**src/rtl/axi_pkg.sv**
```systemverilog
// Shared AXI4 encodings and the latched request descriptor used by mem2axi.
package axi_pkg;

  typedef enum logic [1:0] {
    BURST_FIXED = 2'b00,
    BURST_INCR  = 2'b01,
    BURST_WRAP  = 2'b10
  } burst_e;

  localparam logic [1:0] RESP_OKAY   = 2'b00;
  localparam logic [1:0] RESP_EXOKAY = 2'b01;
  localparam logic [1:0] RESP_SLVERR = 2'b10;
  localparam logic [1:0] RESP_DECERR = 2'b11;

  localparam int unsigned AX_ADDR_W = 64;

  typedef struct packed {
    logic [AX_ADDR_W-1:0] addr;
    logic [7:0]           len;
    logic                 we;
  } ax_req_t;

  typedef enum logic [2:0] {
    IDLE,
    SEND_AR,
    RDATA,
    SEND_AW,
    WDATA,
    WAIT_B
  } m2a_state_e;

endpackage

```
**src/rtl/axi_bus.sv**
```systemverilog
// Minimal AXI4 bus bundle with Master/Slave views.
interface AXI_BUS #(
  parameter int unsigned AXI_ADDR_WIDTH = 64,
  parameter int unsigned AXI_DATA_WIDTH = 64,
  parameter int unsigned AXI_ID_WIDTH   = 10,
  parameter int unsigned AXI_USER_WIDTH = 10
);
  localparam int unsigned NB = AXI_DATA_WIDTH / 8;

  logic [AXI_ID_WIDTH-1:0]   aw_id;
  logic [AXI_ADDR_WIDTH-1:0] aw_addr;
  logic [7:0]                aw_len;
  logic [2:0]                aw_size;
  logic [1:0]                aw_burst;
  logic                      aw_lock;
  logic [3:0]                aw_cache;
  logic [2:0]                aw_prot;
  logic [3:0]                aw_qos;
  logic [3:0]                aw_region;
  logic [AXI_USER_WIDTH-1:0] aw_user;
  logic                      aw_valid;
  logic                      aw_ready;

  logic [AXI_DATA_WIDTH-1:0] w_data;
  logic [NB-1:0]             w_strb;
  logic                      w_last;
  logic [AXI_USER_WIDTH-1:0] w_user;
  logic                      w_valid;
  logic                      w_ready;

  logic [AXI_ID_WIDTH-1:0]   b_id;
  logic [1:0]                b_resp;
  logic [AXI_USER_WIDTH-1:0] b_user;
  logic                      b_valid;
  logic                      b_ready;

  logic [AXI_ID_WIDTH-1:0]   ar_id;
  logic [AXI_ADDR_WIDTH-1:0] ar_addr;
  logic [7:0]                ar_len;
  logic [2:0]                ar_size;
  logic [1:0]                ar_burst;
  logic                      ar_lock;
  logic [3:0]                ar_cache;
  logic [2:0]                ar_prot;
  logic [3:0]                ar_qos;
  logic [3:0]                ar_region;
  logic [AXI_USER_WIDTH-1:0] ar_user;
  logic                      ar_valid;
  logic                      ar_ready;

  logic [AXI_ID_WIDTH-1:0]   r_id;
  logic [AXI_DATA_WIDTH-1:0] r_data;
  logic [1:0]                r_resp;
  logic                      r_last;
  logic [AXI_USER_WIDTH-1:0] r_user;
  logic                      r_valid;
  logic                      r_ready;

  modport Master (
    output aw_id, aw_addr, aw_len, aw_size, aw_burst, aw_lock, aw_cache, aw_prot,
           aw_qos, aw_region, aw_user, aw_valid,
    input  aw_ready,
    output w_data, w_strb, w_last, w_user, w_valid,
    input  w_ready,
    input  b_id, b_resp, b_user, b_valid,
    output b_ready,
    output ar_id, ar_addr, ar_len, ar_size, ar_burst, ar_lock, ar_cache, ar_prot,
           ar_qos, ar_region, ar_user, ar_valid,
    input  ar_ready,
    input  r_id, r_data, r_resp, r_last, r_user, r_valid,
    output r_ready
  );

  modport Slave (
    input  aw_id, aw_addr, aw_len, aw_size, aw_burst, aw_lock, aw_cache, aw_prot,
           aw_qos, aw_region, aw_user, aw_valid,
    output aw_ready,
    input  w_data, w_strb, w_last, w_user, w_valid,
    output w_ready,
    output b_id, b_resp, b_user, b_valid,
    input  b_ready,
    input  ar_id, ar_addr, ar_len, ar_size, ar_burst, ar_lock, ar_cache, ar_prot,
           ar_qos, ar_region, ar_user, ar_valid,
    output ar_ready,
    output r_id, r_data, r_resp, r_last, r_user, r_valid,
    input  r_ready
  );

endinterface

```
**src/rtl/mem2axi.sv**
```systemverilog
// Simple memory request port to single AXI4 INCR burst bridge, one transaction in flight.
module mem2axi
  import axi_pkg::*;
#(
  parameter int unsigned             AXI_ID_WIDTH   = 10,
  parameter int unsigned             AXI_ADDR_WIDTH = 64,
  parameter int unsigned             AXI_DATA_WIDTH = 64,
  parameter int unsigned             AXI_USER_WIDTH = 10,
  parameter logic [AXI_ID_WIDTH-1:0] AXI_ID         = '0
) (
  input  logic                        clk_i,
  input  logic                        rst_ni,
  AXI_BUS.Master                      master,
  input  logic                        req_i,
  output logic                        gnt_o,
  input  logic                        we_i,
  input  logic [AXI_ADDR_WIDTH-1:0]   addr_i,
  input  logic [7:0]                  len_i,
  input  logic                        wvalid_i,
  output logic                        wready_o,
  input  logic [AXI_DATA_WIDTH-1:0]   wdata_i,
  input  logic [AXI_DATA_WIDTH/8-1:0] wbe_i,
  output logic                        rvalid_o,
  input  logic                        rready_i,
  output logic [AXI_DATA_WIDTH-1:0]   rdata_o,
  output logic                        rlast_o,
  output logic                        done_o,
  output logic                        err_o
);
  localparam int unsigned NB      = AXI_DATA_WIDTH / 8;
  localparam logic [2:0]  AX_SIZE = 3'($clog2(NB));

  m2a_state_e state_q, state_d;
  ax_req_t    ax_q, ax_d;
  logic [7:0] cnt_q, cnt_d;
  logic       err_q, err_d;

  logic ar_valid, aw_valid, w_valid, w_last, r_ready, b_ready;

  always_ff @(posedge clk_i or negedge rst_ni) begin
    if (!rst_ni) begin
      state_q <= IDLE;
      ax_q    <= '0;
      cnt_q   <= '0;
      err_q   <= 1'b0;
    end else begin
      state_q <= state_d;
      ax_q    <= ax_d;
      cnt_q   <= cnt_d;
      err_q   <= err_d;
    end
  end

  always_comb begin
    state_d  = state_q;
    ax_d     = ax_q;
    cnt_d    = cnt_q;
    err_d    = err_q;
    gnt_o    = 1'b0;
    done_o   = 1'b0;
    err_o    = 1'b0;
    wready_o = 1'b0;
    rvalid_o = 1'b0;
    rlast_o  = 1'b0;
    ar_valid = 1'b0;
    aw_valid = 1'b0;
    w_valid  = 1'b0;
    w_last   = 1'b0;
    r_ready  = 1'b0;
    b_ready  = 1'b0;
    unique case (state_q)
      IDLE: begin
        gnt_o = req_i;
        if (req_i) begin
          ax_d.addr = AX_ADDR_W'(addr_i & ~AXI_ADDR_WIDTH'(NB - 1));
          ax_d.len  = len_i;
          ax_d.we   = we_i;
          cnt_d     = '0;
          err_d     = 1'b0;
          state_d   = we_i ? SEND_AW : SEND_AR;
        end
      end
      SEND_AR: begin
        ar_valid = 1'b1;
        if (master.ar_ready) state_d = RDATA;
      end
      RDATA: begin
        rvalid_o = master.r_valid;
        rlast_o  = master.r_last;
        r_ready  = rready_i;
        if (master.r_valid && rready_i) begin
          cnt_d = cnt_q + 8'd1;
          err_d = err_q | (master.r_resp != RESP_OKAY);
          if (master.r_last) begin
            // a slave ending the burst early (or late) is reported as an error
            done_o  = 1'b1;
            err_o   = err_d | (cnt_q != ax_q.len);
            state_d = IDLE;
          end
        end
      end
      SEND_AW: begin
        aw_valid = 1'b1;
        if (master.aw_ready) state_d = WDATA;
      end
      WDATA: begin
        w_valid  = wvalid_i;
        wready_o = master.w_ready;
        w_last   = (cnt_q == ax_q.len);
        if (wvalid_i && master.w_ready) begin
          cnt_d = cnt_q + 8'd1;
          if (w_last) state_d = WAIT_B;
        end
      end
      WAIT_B: begin
        b_ready = 1'b1;
        if (master.b_valid) begin
          done_o  = 1'b1;
          err_o   = (master.b_resp != RESP_OKAY);
          state_d = IDLE;
        end
      end
      default: state_d = IDLE;
    endcase
  end

  assign rdata_o = master.r_data;

  assign master.ar_valid  = ar_valid;
  assign master.ar_id     = AXI_ID;
  assign master.ar_addr   = AXI_ADDR_WIDTH'(ax_q.addr);
  assign master.ar_len    = ax_q.len;
  assign master.ar_size   = AX_SIZE;
  assign master.ar_burst  = BURST_INCR;
  assign master.ar_lock   = 1'b0;
  assign master.ar_cache  = '0;
  assign master.ar_prot   = '0;
  assign master.ar_qos    = '0;
  assign master.ar_region = '0;
  assign master.ar_user   = '0;

  assign master.aw_valid  = aw_valid;
  assign master.aw_id     = AXI_ID;
  assign master.aw_addr   = AXI_ADDR_WIDTH'(ax_q.addr);
  assign master.aw_len    = ax_q.len;
  assign master.aw_size   = AX_SIZE;
  assign master.aw_burst  = BURST_INCR;
  assign master.aw_lock   = 1'b0;
  assign master.aw_cache  = '0;
  assign master.aw_prot   = '0;
  assign master.aw_qos    = '0;
  assign master.aw_region = '0;
  assign master.aw_user   = '0;

  assign master.w_valid = w_valid;
  assign master.w_data  = wdata_i;
  assign master.w_strb  = wbe_i;
  assign master.w_last  = w_last;
  assign master.w_user  = '0;
  assign master.r_ready = r_ready;
  assign master.b_ready = b_ready;

  logic unused_ok;
  assign unused_ok = ^{master.r_id, master.r_user, master.b_id, master.b_user, ax_q.we};

  // requester must keep each burst inside one 4 KB page
  a_no_4k_cross: assert property (@(posedge clk_i) disable iff (!rst_ni)
    (state_q == IDLE && req_i) |->
      (32'(addr_i[11:0]) + (32'(len_i) + 32'd1) * NB) <= 32'd4096);

endmodule

```
**src/flat_wrapper.sv**
```systemverilog
// flat-port wrapper written by rule: the top's interface ports become plain ports
module mem2axi_flat import axi_pkg::*;
#(
  parameter int unsigned             AXI_ID_WIDTH   = 10,
  parameter int unsigned             AXI_ADDR_WIDTH = 64,
  parameter int unsigned             AXI_DATA_WIDTH = 64,
  parameter int unsigned             AXI_USER_WIDTH = 10,
  parameter logic [AXI_ID_WIDTH-1:0] AXI_ID         = '0
)
  (clk_i, rst_ni, req_i, gnt_o, we_i, addr_i, len_i, wvalid_i, wready_o, wdata_i, wbe_i, rvalid_o, rready_i, rdata_o, rlast_o, done_o, err_o, master_aw_id, master_aw_addr, master_aw_len, master_aw_size, master_aw_burst, master_aw_lock, master_aw_cache, master_aw_prot, master_aw_qos, master_aw_region, master_aw_user, master_aw_valid, master_aw_ready, master_w_data, master_w_strb, master_w_last, master_w_user, master_w_valid, master_w_ready, master_b_id, master_b_resp, master_b_user, master_b_valid, master_b_ready, master_ar_id, master_ar_addr, master_ar_len, master_ar_size, master_ar_burst, master_ar_lock, master_ar_cache, master_ar_prot, master_ar_qos, master_ar_region, master_ar_user, master_ar_valid, master_ar_ready, master_r_id, master_r_data, master_r_resp, master_r_last, master_r_user, master_r_valid, master_r_ready);
  AXI_BUS #(.AXI_ADDR_WIDTH(AXI_ADDR_WIDTH), .AXI_DATA_WIDTH(AXI_DATA_WIDTH), .AXI_ID_WIDTH(AXI_ID_WIDTH), .AXI_USER_WIDTH(AXI_USER_WIDTH)) master_i ();
  input  logic clk_i;
  input  logic rst_ni;
  input  logic req_i;
  output logic gnt_o;
  input  logic we_i;
  input  logic [AXI_ADDR_WIDTH-1:0] addr_i;
  input  logic [7:0] len_i;
  input  logic wvalid_i;
  output logic wready_o;
  input  logic [AXI_DATA_WIDTH-1:0] wdata_i;
  input  logic [AXI_DATA_WIDTH/8-1:0] wbe_i;
  output logic rvalid_o;
  input  logic rready_i;
  output logic [AXI_DATA_WIDTH-1:0] rdata_o;
  output logic rlast_o;
  output logic done_o;
  output logic err_o;
  output wire logic [$bits(master_i.aw_id)-1:0] master_aw_id;
  output wire logic [$bits(master_i.aw_addr)-1:0] master_aw_addr;
  output wire logic [$bits(master_i.aw_len)-1:0] master_aw_len;
  output wire logic [$bits(master_i.aw_size)-1:0] master_aw_size;
  output wire logic [$bits(master_i.aw_burst)-1:0] master_aw_burst;
  output wire logic [$bits(master_i.aw_lock)-1:0] master_aw_lock;
  output wire logic [$bits(master_i.aw_cache)-1:0] master_aw_cache;
  output wire logic [$bits(master_i.aw_prot)-1:0] master_aw_prot;
  output wire logic [$bits(master_i.aw_qos)-1:0] master_aw_qos;
  output wire logic [$bits(master_i.aw_region)-1:0] master_aw_region;
  output wire logic [$bits(master_i.aw_user)-1:0] master_aw_user;
  output wire logic [$bits(master_i.aw_valid)-1:0] master_aw_valid;
  input wire logic [$bits(master_i.aw_ready)-1:0] master_aw_ready;
  output wire logic [$bits(master_i.w_data)-1:0] master_w_data;
  output wire logic [$bits(master_i.w_strb)-1:0] master_w_strb;
  output wire logic [$bits(master_i.w_last)-1:0] master_w_last;
  output wire logic [$bits(master_i.w_user)-1:0] master_w_user;
  output wire logic [$bits(master_i.w_valid)-1:0] master_w_valid;
  input wire logic [$bits(master_i.w_ready)-1:0] master_w_ready;
  input wire logic [$bits(master_i.b_id)-1:0] master_b_id;
  input wire logic [$bits(master_i.b_resp)-1:0] master_b_resp;
  input wire logic [$bits(master_i.b_user)-1:0] master_b_user;
  input wire logic [$bits(master_i.b_valid)-1:0] master_b_valid;
  output wire logic [$bits(master_i.b_ready)-1:0] master_b_ready;
  output wire logic [$bits(master_i.ar_id)-1:0] master_ar_id;
  output wire logic [$bits(master_i.ar_addr)-1:0] master_ar_addr;
  output wire logic [$bits(master_i.ar_len)-1:0] master_ar_len;
  output wire logic [$bits(master_i.ar_size)-1:0] master_ar_size;
  output wire logic [$bits(master_i.ar_burst)-1:0] master_ar_burst;
  output wire logic [$bits(master_i.ar_lock)-1:0] master_ar_lock;
  output wire logic [$bits(master_i.ar_cache)-1:0] master_ar_cache;
  output wire logic [$bits(master_i.ar_prot)-1:0] master_ar_prot;
  output wire logic [$bits(master_i.ar_qos)-1:0] master_ar_qos;
  output wire logic [$bits(master_i.ar_region)-1:0] master_ar_region;
  output wire logic [$bits(master_i.ar_user)-1:0] master_ar_user;
  output wire logic [$bits(master_i.ar_valid)-1:0] master_ar_valid;
  input wire logic [$bits(master_i.ar_ready)-1:0] master_ar_ready;
  input wire logic [$bits(master_i.r_id)-1:0] master_r_id;
  input wire logic [$bits(master_i.r_data)-1:0] master_r_data;
  input wire logic [$bits(master_i.r_resp)-1:0] master_r_resp;
  input wire logic [$bits(master_i.r_last)-1:0] master_r_last;
  input wire logic [$bits(master_i.r_user)-1:0] master_r_user;
  input wire logic [$bits(master_i.r_valid)-1:0] master_r_valid;
  output wire logic [$bits(master_i.r_ready)-1:0] master_r_ready;
  assign master_aw_id = master_i.aw_id;
  assign master_aw_addr = master_i.aw_addr;
  assign master_aw_len = master_i.aw_len;
  assign master_aw_size = master_i.aw_size;
  assign master_aw_burst = master_i.aw_burst;
  assign master_aw_lock = master_i.aw_lock;
  assign master_aw_cache = master_i.aw_cache;
  assign master_aw_prot = master_i.aw_prot;
  assign master_aw_qos = master_i.aw_qos;
  assign master_aw_region = master_i.aw_region;
  assign master_aw_user = master_i.aw_user;
  assign master_aw_valid = master_i.aw_valid;
  assign master_i.aw_ready = master_aw_ready;
  assign master_w_data = master_i.w_data;
  assign master_w_strb = master_i.w_strb;
  assign master_w_last = master_i.w_last;
  assign master_w_user = master_i.w_user;
  assign master_w_valid = master_i.w_valid;
  assign master_i.w_ready = master_w_ready;
  assign master_i.b_id = master_b_id;
  assign master_i.b_resp = master_b_resp;
  assign master_i.b_user = master_b_user;
  assign master_i.b_valid = master_b_valid;
  assign master_b_ready = master_i.b_ready;
  assign master_ar_id = master_i.ar_id;
  assign master_ar_addr = master_i.ar_addr;
  assign master_ar_len = master_i.ar_len;
  assign master_ar_size = master_i.ar_size;
  assign master_ar_burst = master_i.ar_burst;
  assign master_ar_lock = master_i.ar_lock;
  assign master_ar_cache = master_i.ar_cache;
  assign master_ar_prot = master_i.ar_prot;
  assign master_ar_qos = master_i.ar_qos;
  assign master_ar_region = master_i.ar_region;
  assign master_ar_user = master_i.ar_user;
  assign master_ar_valid = master_i.ar_valid;
  assign master_i.ar_ready = master_ar_ready;
  assign master_i.r_id = master_r_id;
  assign master_i.r_data = master_r_data;
  assign master_i.r_resp = master_r_resp;
  assign master_i.r_last = master_r_last;
  assign master_i.r_user = master_r_user;
  assign master_i.r_valid = master_r_valid;
  assign master_r_ready = master_i.r_ready;
  mem2axi #(.AXI_ID_WIDTH(AXI_ID_WIDTH), .AXI_ADDR_WIDTH(AXI_ADDR_WIDTH), .AXI_DATA_WIDTH(AXI_DATA_WIDTH), .AXI_USER_WIDTH(AXI_USER_WIDTH), .AXI_ID(AXI_ID)) u_core (.clk_i(clk_i), .rst_ni(rst_ni), .master(master_i), .req_i(req_i), .gnt_o(gnt_o), .we_i(we_i), .addr_i(addr_i), .len_i(len_i), .wvalid_i(wvalid_i), .wready_o(wready_o), .wdata_i(wdata_i), .wbe_i(wbe_i), .rvalid_o(rvalid_o), .rready_i(rready_i), .rdata_o(rdata_o), .rlast_o(rlast_o), .done_o(done_o), .err_o(err_o));
endmodule
```
**config.mk**
```make
export PLATFORM = sky130hd
export DESIGN_NAME = mem2axi_flat
export DESIGN_NICKNAME = d
export VERILOG_FILES = /design/src/rtl/axi_pkg.sv /design/src/rtl/axi_bus.sv /design/src/rtl/mem2axi.sv /design/src/flat_wrapper.sv
export SDC_FILE = /design/constraint.sdc
export NUM_CORES = 1
export LEC_CHECK = 0
export BUFFER_PORTS_ARGS = -buffer_cell sky130_fd_sc_hd__buf_2
export CAP_MARGIN = 20
export CORE_AREA = 10 10 244 246
export CTS_CLUSTER_SIZE = 14
export DETAILED_ROUTE_END_ITERATION = 10
export DIE_AREA = 0 0 254 256
export PLACE_DENSITY = 0.38
export REMOVE_ABC_BUFFERS = 1
export SLEW_MARGIN = 20
export SYNTH_ARGS = -nofsm -noshare
export SYNTH_HDL_FRONTEND = slang
export SYNTH_SLANG_ARGS = --single-unit
```
**constraint.sdc**
```tcl
create_clock -name clk_i -period 2.3 [get_ports clk_i]
set_input_delay 0.23 -clock clk_i [delete_from_list [all_inputs] [get_ports clk_i]]
set_output_delay 0.23 -clock clk_i [all_outputs]
set_load 0.02 [all_outputs]
```
==> out/summary.md, run 1 <==
In this run the worst hold path is classified as in2reg. The relative contribution of sequential cells to total power came out at 0.292. The critical path startpoint category was a flip-flop.

The highest net fanout along the worst path was 4; the number of hold-slack violations in the final timing report was 0. In this run the power spent charging and discharging nets is 0.004679 W. TritonCTS built the clock tree. For the final net count, the log shows 1011.

In the synthesized netlist the dominant register cell turns out to be sky130_fd_sc_hd__dfrtp_1. The first-iteration detailed-routing DRC count came out at 165. Summed over all cells, the static leakage comes to 3.500 nW.

Initial antenna violation count: 4. Post-route clock period utilization: 0.9597. The post-CTS repair timing setup buffer count was 0; the total negative setup slack was 0 ns. At the worst endpoint, the required time is 2.07 ns. The fraction of final layout cells with drive strength greater than 1 is 0.3702, and the final global-route overflow total is 0. After synthesis, the most frequently instantiated cells are sky130_fd_sc_hd__buf_4 (303), sky130_fd_sc_hd__nand2_1 (217), sky130_fd_sc_hd__dfrtp_1 (81).

The clock passes through at most 2 buffers. By area the synthesized netlist is led by sky130_fd_sc_hd__buf_4 (39%), sky130_fd_sc_hd__dfrtp_1 (35%), sky130_fd_sc_hd__nand2_1 (14%). The count of nets left with antenna violations once routing finished came out at 0. Summing over every cut layer, the via total after detailed routing is 4284. The routed design has 53.25 mm of wire. The Yosys step of the flow raised 0 warnings.

Origin of the critical flop-to-flop path: u_core.state_q[2]$_DFFE_PN0P_. The sequential share of the synthesized area was 0.3497; the share of synthesized flip-flops with an asynchronous set or reset was 1.000. The synthesized area per cell is 8.197 um^2. The clock tree skew after final layout was 0.01216 ns. The net switching fraction of the power works out to 0.5094. The design draws 0.009185 W.

The H-tree generated during clock tree synthesis spans 3 levels. The cell taking the most area after synthesis was sky130_fd_sc_hd__buf_4. Fill cells in the final layout number 6364.

The tools report the number of pins with negative max-slew slack in the final report as 0. The logs give 0.1060 for the initial core utilization and 81 for the count of clock tree sinks. The wire length per cell after detailed routing works out to 36.60 um. The tools report the reg-to-reg setup timing slack as 0.32 ns. Port buffering added 234 buffers.

The pre-antenna-repair detailed-routing pass consisted of 4 iterations. The summed instance area of the synthesized netlist is 5796 um^2, and the area used by multi-input combinational logic is 1769 um^2. The run gives 1.98 ns as the worst endpoint data arrival time. First element of the critical path: u_core.master.ar_len[0]$_DFFE_PN0P_.

The die is 256 um tall. The run finished with clean final reports. In this run the critical register-to-register path is captured at u_core.cnt_q[0]$_DFFE_PN0P_. VDD sags by at most 0.0005543 V. Total global routing track utilization: 0.1569. For the final setup violation count, the log shows 0. The pre-CTS worst setup slack is 0.3697 ns. The floorplan step defined a die boundary enclosing 65020 um^2. Once detailed placement completed, the half-perimeter wirelength came to 48.94 mm. The count of flip-flops with a built-in enable after synthesis is 0.

The number of synthesized register bits was 81. The area inside the core boundary was 54660 um^2. Counting cells, the worst reg-to-reg path comes to 4. The clock-pin transition on the worst setup and hold timing paths is 0.07 ns. Top cell type's share of synthesized area: 0.3925. The number of antenna diodes in the final layout is 0. The critical path ends at err_o. The transition time at the pin with the least slew margin is 0.5741 ns, and the pin count of the biggest net entering global routing is 73. The run gives 0.178 as the clock group share of total power. Based on the critical path, the design can be clocked at up to 453.0 MHz. The via density per instance works out to 2.944. After detailed routing, the number of remaining DRC violations is 0. The first global-routing pass estimated 61.69 mm of wire. Measured along the x axis, the die boundary spans 254 um. Setup repair after global routing left no endpoint under its margin.

The worst hold margin is 0.03657 ns. The logs give 707 for the post-synthesis instance total and 0.38 ns for the clock insertion delay at the later pin of the skew report. Counting I/O delays and the setup requirement, the final critical path takes 2.207 ns.

Yosys mapped the design onto 41 distinct sky130hd cell types. The type of the worst setup path is reg2out. The logs give 9 for the number of buffers added by the clock tree synthesis step and 0.9109 for the final weighted congestion of routability-driven global placement.

The share of power burned in combinational logic came out at 0.530. Most numerous cell in the Yosys netlist: sky130_fd_sc_hd__buf_4. Dividing total power by cell area gives a power density of 1435 nW/um^2. For the internal power component, the log shows 0.004506 W.

The tree is rooted in a sky130_fd_sc_hd__clkbuf_16. The run gives 0 as the reported max-cap violation count. The type of destination of the critical path is a primary output. The run gives 0.6173 as the tightest slew margin relative to the limit. The run gives 86 as the standard-cell row count. The area growth from synthesis to layout is 10.41%.

The tools report the sequential cell area as 2036 um^2. The final worst slack is 0.09272 ns. For the via count of the first global-routing pass, the log shows 4201. In this run the count of I/O pins placed on the die edge is 648.
==> state kept, by name, summed over array words and instances (netlist names) <==
signal	flops
u_core.master.ar_addr	61
u_core.cnt_q	8
u_core.master.ar_len	8
u_core.state_q	3
u_core.err_q	1
==> power by group through the flow <==
stage	Combinational, W	Clock (W)	Sequential, W
after floorplan	0.00142	0	0.00402
after global placement	0.00494	0	0.00269
after detailed placement	0.00493	0	0.00271
after CTS	0.00495	0.00175	0.00270
after global routing	0.00528	0.00178	0.00280
final	0.00487	0.00164	0.00268
==> worst max-delay path, stage by stage (launching register included) <==
cell	delay, ns
sky130_fd_sc_hd__dfrtp_1	0.46
sky130_fd_sc_hd__xor2_1	0.18
sky130_fd_sc_hd__nor4_1	0.32
sky130_fd_sc_hd__buf_4	0.19
sky130_fd_sc_hd__and4b_1	0.20
sky130_fd_sc_hd__o32ai_1	0.09
sky130_fd_sc_hd__buf_2	0.17
==> cell usage in the layout (no fill, tap or decap), drive strengths merged, types with 2 or more instances in the layout <==
cell type,synthesis,final
nand4,2,2
dfrtp,81,81
nand3,2,2
o21ai,4,4
inv,3,4
o211ai,2,2
conb,2,98
or4,4,4
mux2i,3,3
xor2,8,8
o31ai,5,5
clkinv,0,2
and3,7,7
or2,3,3
nor2b,3,3
nand2b,2,2
nor3,4,4
a21oi,5,5
dlygate4sd3,0,9
nand2,218,218
a21o,2,2
nor2,7,7
nor3b,2,2
clkbuf,11,11
nor4,2,2
buf,311,245
==> cells by family after synthesis <==
family,Yosys count,share of synthesized area
buffers and inverters,325,0.4095
and+or+nand+nor,261,0.1887
DFF,81,0.3497
AOI/OAI and AO/OA,25,0.02936
xor gates and xnor gates,8,0.01209
muxes,4,0.007124
other,2,0.001296
adders and majority gates,1,0.002159
==> metal layers <==
layer	track usage	up-vias	wire length, um
met5	0.04630	-	445
met2	0.2648	489	25710
met4	0.07118	10	2346
li1	-	1874	-
met3	0.2355	45	17080
met1	0.06262	1866	7671
==> worst min path at each step <==
stage               start                               endpoint  slack (ns)  depth (start not counted)
2_1_floorplan      rst_ni            u_core.cnt_q[0]$_DFFE_PN0P_       -0.07                          0
3_3_place_gp       rst_ni  u_core.master.ar_addr[44]$_DFFE_PN0P_        0.27                          1
3_5_place_dp       rst_ni  u_core.master.ar_addr[44]$_DFFE_PN0P_        0.27                          1
4_1_cts        addr_i[17]  u_core.master.ar_addr[17]$_DFFE_PN0P_       0.002                          3
5_1_grt        addr_i[17]  u_core.master.ar_addr[17]$_DFFE_PN0P_       0.009                          3
6_report       addr_i[12]  u_core.master.ar_addr[12]$_DFFE_PN0P_        0.04                          3
==> repair_timing <==
item	CTS	global route
hold endpoints to repair	46	0
setup endpoints to repair	2	3
pin swaps	0	3
hold buffers	9	0
resized for setup	2	8
==> final cells by class <==
class,instances,area share
timing repair buffer,254,0.2167
clock inverter,5,0.009777
inverter,3,0.001760
clock buffer,11,0.03950
tap,704,0.1377
multi-input combinational,397,0.2765
sequential,81,0.3181
==> through the flow <==
stage	utilization	instance area, um^2	std cells
after floorplan	-	3794	481
after global placement	0.1093	5973	1430
after detailed placement	0.1093	5973	1430
after CTS	0.1168	6386	1455
after global routing	0.1171	6399	1455
final	0.1171	6399	1455
Note: power is estimated with default switching activity, not from simulation.
==> run 2, diff against run 1 <==
--- a/config.mk
+++ b/config.mk
@@ -5,8 +5,9 @@
 export SDC_FILE = /design/constraint.sdc
 export NUM_CORES = 1
 export LEC_CHECK = 0
+export ABC_AREA = 1
 export BUFFER_PORTS_ARGS = -buffer_cell sky130_fd_sc_hd__buf_2
-export CAP_MARGIN = 20
+export CAP_MARGIN = 5
 export CORE_AREA = 10 10 244 246
 export CTS_CLUSTER_SIZE = 14
 export DETAILED_ROUTE_END_ITERATION = 10
==> out/summary.md, run 2 <==
The tools report the global-route wire length before repair as 61.56 mm (was 61.69 mm). The final net count is 1065 (was 1011). For the count of antenna-violating nets left after detailed routing, the log shows 0 (unchanged). The power per unit of standard cell area was 1692 nW/um^2 (was 1435 nW/um^2). Cell taking the most area after synthesis: sky130_fd_sc_hd__buf_4 (unchanged). The height of the chip works out to 256 um (unchanged). The fraction of final layout cells with drive strength greater than 1 was 0.3540 (was 0.3702). Most frequent standard cell in the layout excluding fill and tap cells: sky130_fd_sc_hd__buf_2 (unchanged). The share of synthesized flip-flops with an asynchronous set or reset was 1.000 (unchanged); the sequential share of the synthesized area was 0.3393 (was 0.3497).

The total negative setup slack is 0 ns (unchanged), and the initial antenna violation count is 1 (was 4). The basic-gate share of the synthesized area counting and, or, nand and nor cells came out at 0.1577 (was 0.1887). Clock-pin transition on the worst setup and hold timing paths: 0.08 ns (was 0.07 ns). The via count of the first global-routing pass was 4582 (was 4201). The worst path required time is 2.07 ns (about the same). The cell area after layout was 6686 um^2 (was 6399 um^2). The DRC violation count after routing was 0 (unchanged).

Most frequent cells in the layout: sky130_fd_sc_hd__buf_2 (232), sky130_fd_sc_hd__nand2_1 (182), sky130_fd_sc_hd__conb_1 (98) (was sky130_fd_sc_hd__buf_2 (232), sky130_fd_sc_hd__nand2_1 (217), sky130_fd_sc_hd__conb_1 (98)). The net switching component of the power is 0.005927 W (was 0.004679 W), and the final standard cell utilization of the core is 0.1223 (was 0.1171). The first-iteration detailed-routing DRC count came out at 169 (was 165). The logs give 457.6 MHz (was 453.0 MHz) for the maximum clock frequency and 1.96 ns (was 1.98 ns) for the worst endpoint data arrival time. The wire length per cell after detailed routing is 34.91 um (was 36.60 um), and the summed instance area of the synthesized netlist is 5973 um^2 (was 5796 um^2). The internal power component is 0.005385 W (was 0.004506 W).

The transition time at the pin with the least slew margin was 0.5849 ns (was 0.5741 ns); the worst-case clock buffer depth was 2 (unchanged). The top cell type's share of synthesized area works out to 0.3808 (was 0.3925). For the total number of H-tree levels, the log shows 3 (unchanged). The most numerous cell in the Yosys netlist was sky130_fd_sc_hd__buf_4 (unchanged).

The count of antenna diodes in the layout came out at 0 (unchanged). The area share of xor/xnor cells in the synthesized design is 0.007331 (was 0.01209). The clock insertion delay at the later pin of the skew report came out at 0.39 ns (was 0.38 ns).

For the final wirelength, the log shows 52.67 mm (was 53.25 mm). The tools report the overall power as 0.01131 W (was 0.009185 W). The tools report the critical path startpoint category as a flip-flop (unchanged). Synthesized-area fraction occupied by ao, oa, aoi and oai cells: 0.07038 (was 0.02936).

The final setup violation count came out at 0 (unchanged). Root cell of the clock tree: sky130_fd_sc_hd__clkbuf_16 (unchanged). The type of the worst setup path is reg2out (unchanged). The run gives 86 (unchanged) as the standard-cell row count. For the warning count from the yosys run, the log shows 0 (unchanged). The type of destination of the critical path was a primary output (unchanged). The highest net fanout along the worst path came out at 5 (was 4). The most used flip-flop cell after synthesis was sky130_fd_sc_hd__dfrtp_1 (unchanged). The logs give 9 (unchanged) for the number of buffers added by the clock tree synthesis step and 6148 um^2 (was 5973 um^2) for the placed cell area. The number of instances in the placed design is 1478 (was 1430), and the share of power burned in combinational logic is 0.601 (was 0.530). The chip width was 254 um (unchanged). The peak supply drop was 0.0007753 V (was 0.0005543 V); the count of distinct cell types in the synthesized netlist was 25 (was 41).

Setup repair after global routing left no endpoint under its margin. The boundary pin count is 648 (unchanged). For the via count, the log shows 4623 (was 4284).

The post-synthesis instance total was 761 (was 707); the net switching fraction of the power was 0.5240 (was 0.5094). The die area is 65020 um^2 (unchanged). The tools report the final weighted congestion of routability-driven global placement as 0.8452 (was 0.9109). The flow ran to the end, and the final reports show no timing, DRC or antenna violations.

The number of non-filler instances in the completed layout was 1509 (was 1455); the via density per instance was 3.064 (was 2.944). The total global routing track utilization was 0.1538 (was 0.1569). The combinational family with the most area after synthesis is buffers and inverters (unchanged).

Post-synthesis adder-cell area fraction: 0.002095 (was 0.002159). The tools report the reported max-cap violation count as 0 (unchanged). The flip-flop count of the largest register after layout is 61 (unchanged). For the number of hold-slack violations in the final timing report, the log shows 0 (unchanged). Initial core utilization: 0.1093 (was 0.1060).

The tools report the tightest slew margin relative to the limit as 0.6100 (was 0.6173). Time the worst path needs with I/O delays and setup: 2.185 ns (was 2.207 ns). Most common library cells after synthesis: sky130_fd_sc_hd__buf_4 (303), sky130_fd_sc_hd__nand2_1 (184), sky130_fd_sc_hd__dfrtp_1 (81) (was sky130_fd_sc_hd__buf_4 (303), sky130_fd_sc_hd__nand2_1 (217), sky130_fd_sc_hd__dfrtp_1 (81)).

The type of the tightest min-delay check is in2reg (unchanged). The post-route clock period utilization is 0.9501 (was 0.9597). The synthesized area per cell is 7.849 um^2 (was 8.197 um^2). The number of detailed-route iterations in the first pass was 5 (was 4). The mux share of post-synthesis cell area was 0 (was 0.007124).

The run gives 54660 um^2 (unchanged) as the area inside the core boundary. The number of synthesized register bits was 81 (unchanged). Count of flip-flops with a built-in enable after synthesis: 0 (unchanged). The area added between synthesis and finish was 11.94% (was 10.41%). TritonCTS built the clock tree. Total half-perimeter wirelength after legalization and detailed placement: 47.22 mm (was 48.94 mm). The final global-route overflow total was 0 (unchanged); the leakage power total was 3.531 nW (was 3.500 nW). The relative contribution of sequential cells to total power was 0.238 (was 0.292); the count of port buffers added during placement was 234 (unchanged).

For the clock group share of total power, the log shows 0.161 (was 0.178). The number of pins with negative max-slew slack in the final report was 0 (unchanged). The run gives 81 (unchanged) as the count of clock tree sinks. The tools report the clock tree skew after final layout as 0.01457 ns (was 0.01216 ns).

Cell types with the largest area share after synthesis: sky130_fd_sc_hd__buf_4 (38%), sky130_fd_sc_hd__dfrtp_1 (34%), sky130_fd_sc_hd__nand2_1 (12%) (was sky130_fd_sc_hd__buf_4 (39%), sky130_fd_sc_hd__dfrtp_1 (35%), sky130_fd_sc_hd__nand2_1 (14%)). For the pin count of the biggest net entering global routing, the log shows 45 (was 73).
## run 2: cell count changes in the layout (fill, tap and decap cells not counted), moves of 7 or more
cell	change
sky130_fd_sc_hd__o21ai_0	+76
sky130_fd_sc_hd__inv_1	+24
sky130_fd_sc_hd__nor2_1	+13
sky130_fd_sc_hd__nand2_1	-35
sky130_fd_sc_hd__nand3_1	+14
sky130_fd_sc_hd__and3_1	-7
## run 2: power groups by stage
stage          registers (W)  logic (W)  clock network (W)
3_3_place_gp         0.00270    0.00647                  0
2_1_floorplan        0.00406    0.00208                  0
6_report             0.00269    0.00680            0.00182
3_5_place_dp         0.00271    0.00648                  0
4_1_cts              0.00271    0.00649            0.00192
5_1_grt              0.00281    0.00744            0.00196
## run 2: metrics by stage
| stage | hold WS [ns] | setup WS, ns |
|---|---|---|
| 2_1_floorplan | -0.06559 | -0.3536 |
| 3_3_place_gp | 0.2795 | 0.3880 |
| 3_5_place_dp | 0.2751 | 0.3946 |
| 4_1_cts | 0.001358 | 0.01118 |
| 5_1_grt | 0.02392 | 0.002245 |
| 6_report | 0.03900 | 0.1149 |
## run 2: final cells by class
type / instances / area (um^2)
Fill cell: 6369 / 47980
Sequential cell: 81 / 2031
Multi-Input combinational cell: 421 / 1797
Timing Repair Buffer: 259 / 1524
Tap cell: 704 / 880.8
Clock buffer: 9 / 225.2
Clock inverter: 7 / 123.9
Inverter: 28 / 105.1
## run 2: path summary, 6_finish.rpt
kind	end	from	depth (start not counted)	slack, ns
worst max-delay path	gnt_o	u_core.state_q[1]$_DFFE_PN0P_	9	0.11
worst min-delay path	u_core.master.ar_addr[39]$_DFFE_PN0P_	addr_i[39]	3	0.04
worst max register to register	u_core.master.ar_addr[17]$_DFFE_PN0P_	u_core.state_q[1]$_DFFE_PN0P_	12	0.40
worst min register to register	u_core.err_q$_DFFE_PN0P_	u_core.err_q$_DFFE_PN0P_	2	0.48
max in group asynchronous	u_core.master.ar_addr[59]$_DFFE_PN0P_	rst_ni	3	1.13
min in group asynchronous	u_core.master.ar_addr[58]$_DFFE_PN0P_	rst_ni	2	0.39
## run 2: metal layers
layer,routed length [um],share of wire,vias to the layer above,GRT usage
met1,10220,0.19,2046,0.08225
met3,17600,0.33,25,0.2425
li1,-,-,2029,-
met5,61,0.0012,-,0.005401
met2,24160,0.46,519,0.2507
met4,633,0.012,4,0.02162
## run 2: logic make-up (layout without fill, tap and decap cells)
| family | after synthesis | in the layout |
|---|---|---|
| xor gates and xnor gates | 5 | 5 |
| AOI/OAI and AO/OA | 83 | 83 |
| adders and majority gates | 1 | 1 |
| other | 2 | 98 |
| and+or+nand+nor | 234 | 234 |
| DFF | 81 | 81 |
| buffers and inverters | 355 | 303 |
## run 2: worst max-delay path: stages, from the launching register on
cell and delay [ns]:
sky130_fd_sc_hd__dfrtp_2 0.44, sky130_fd_sc_hd__nor2_4 0.15, sky130_fd_sc_hd__nand2_2 0.08, sky130_fd_sc_hd__inv_2 0.09
sky130_fd_sc_hd__nor2_2 0.04, sky130_fd_sc_hd__nor2_2 0.11, sky130_fd_sc_hd__nand2_2 0.09, sky130_fd_sc_hd__nor2_4 0.21
sky130_fd_sc_hd__buf_12 0.17, sky130_fd_sc_hd__clkbuf_4 0.18
## run 2: what timing repair did
| action | in CTS | in global routing |
|---|---|---|
| endpoints found under the hold margin | 41 | 0 |
| cloned | 0 | 2 |
| setup buffers | 0 | 8 |
| gates resized for setup | 3 | 4 |
| setup endpoints to repair | 2 | 1 |
| hold buffers | 5 | 0 |
| pin swaps | 0 | 2 |
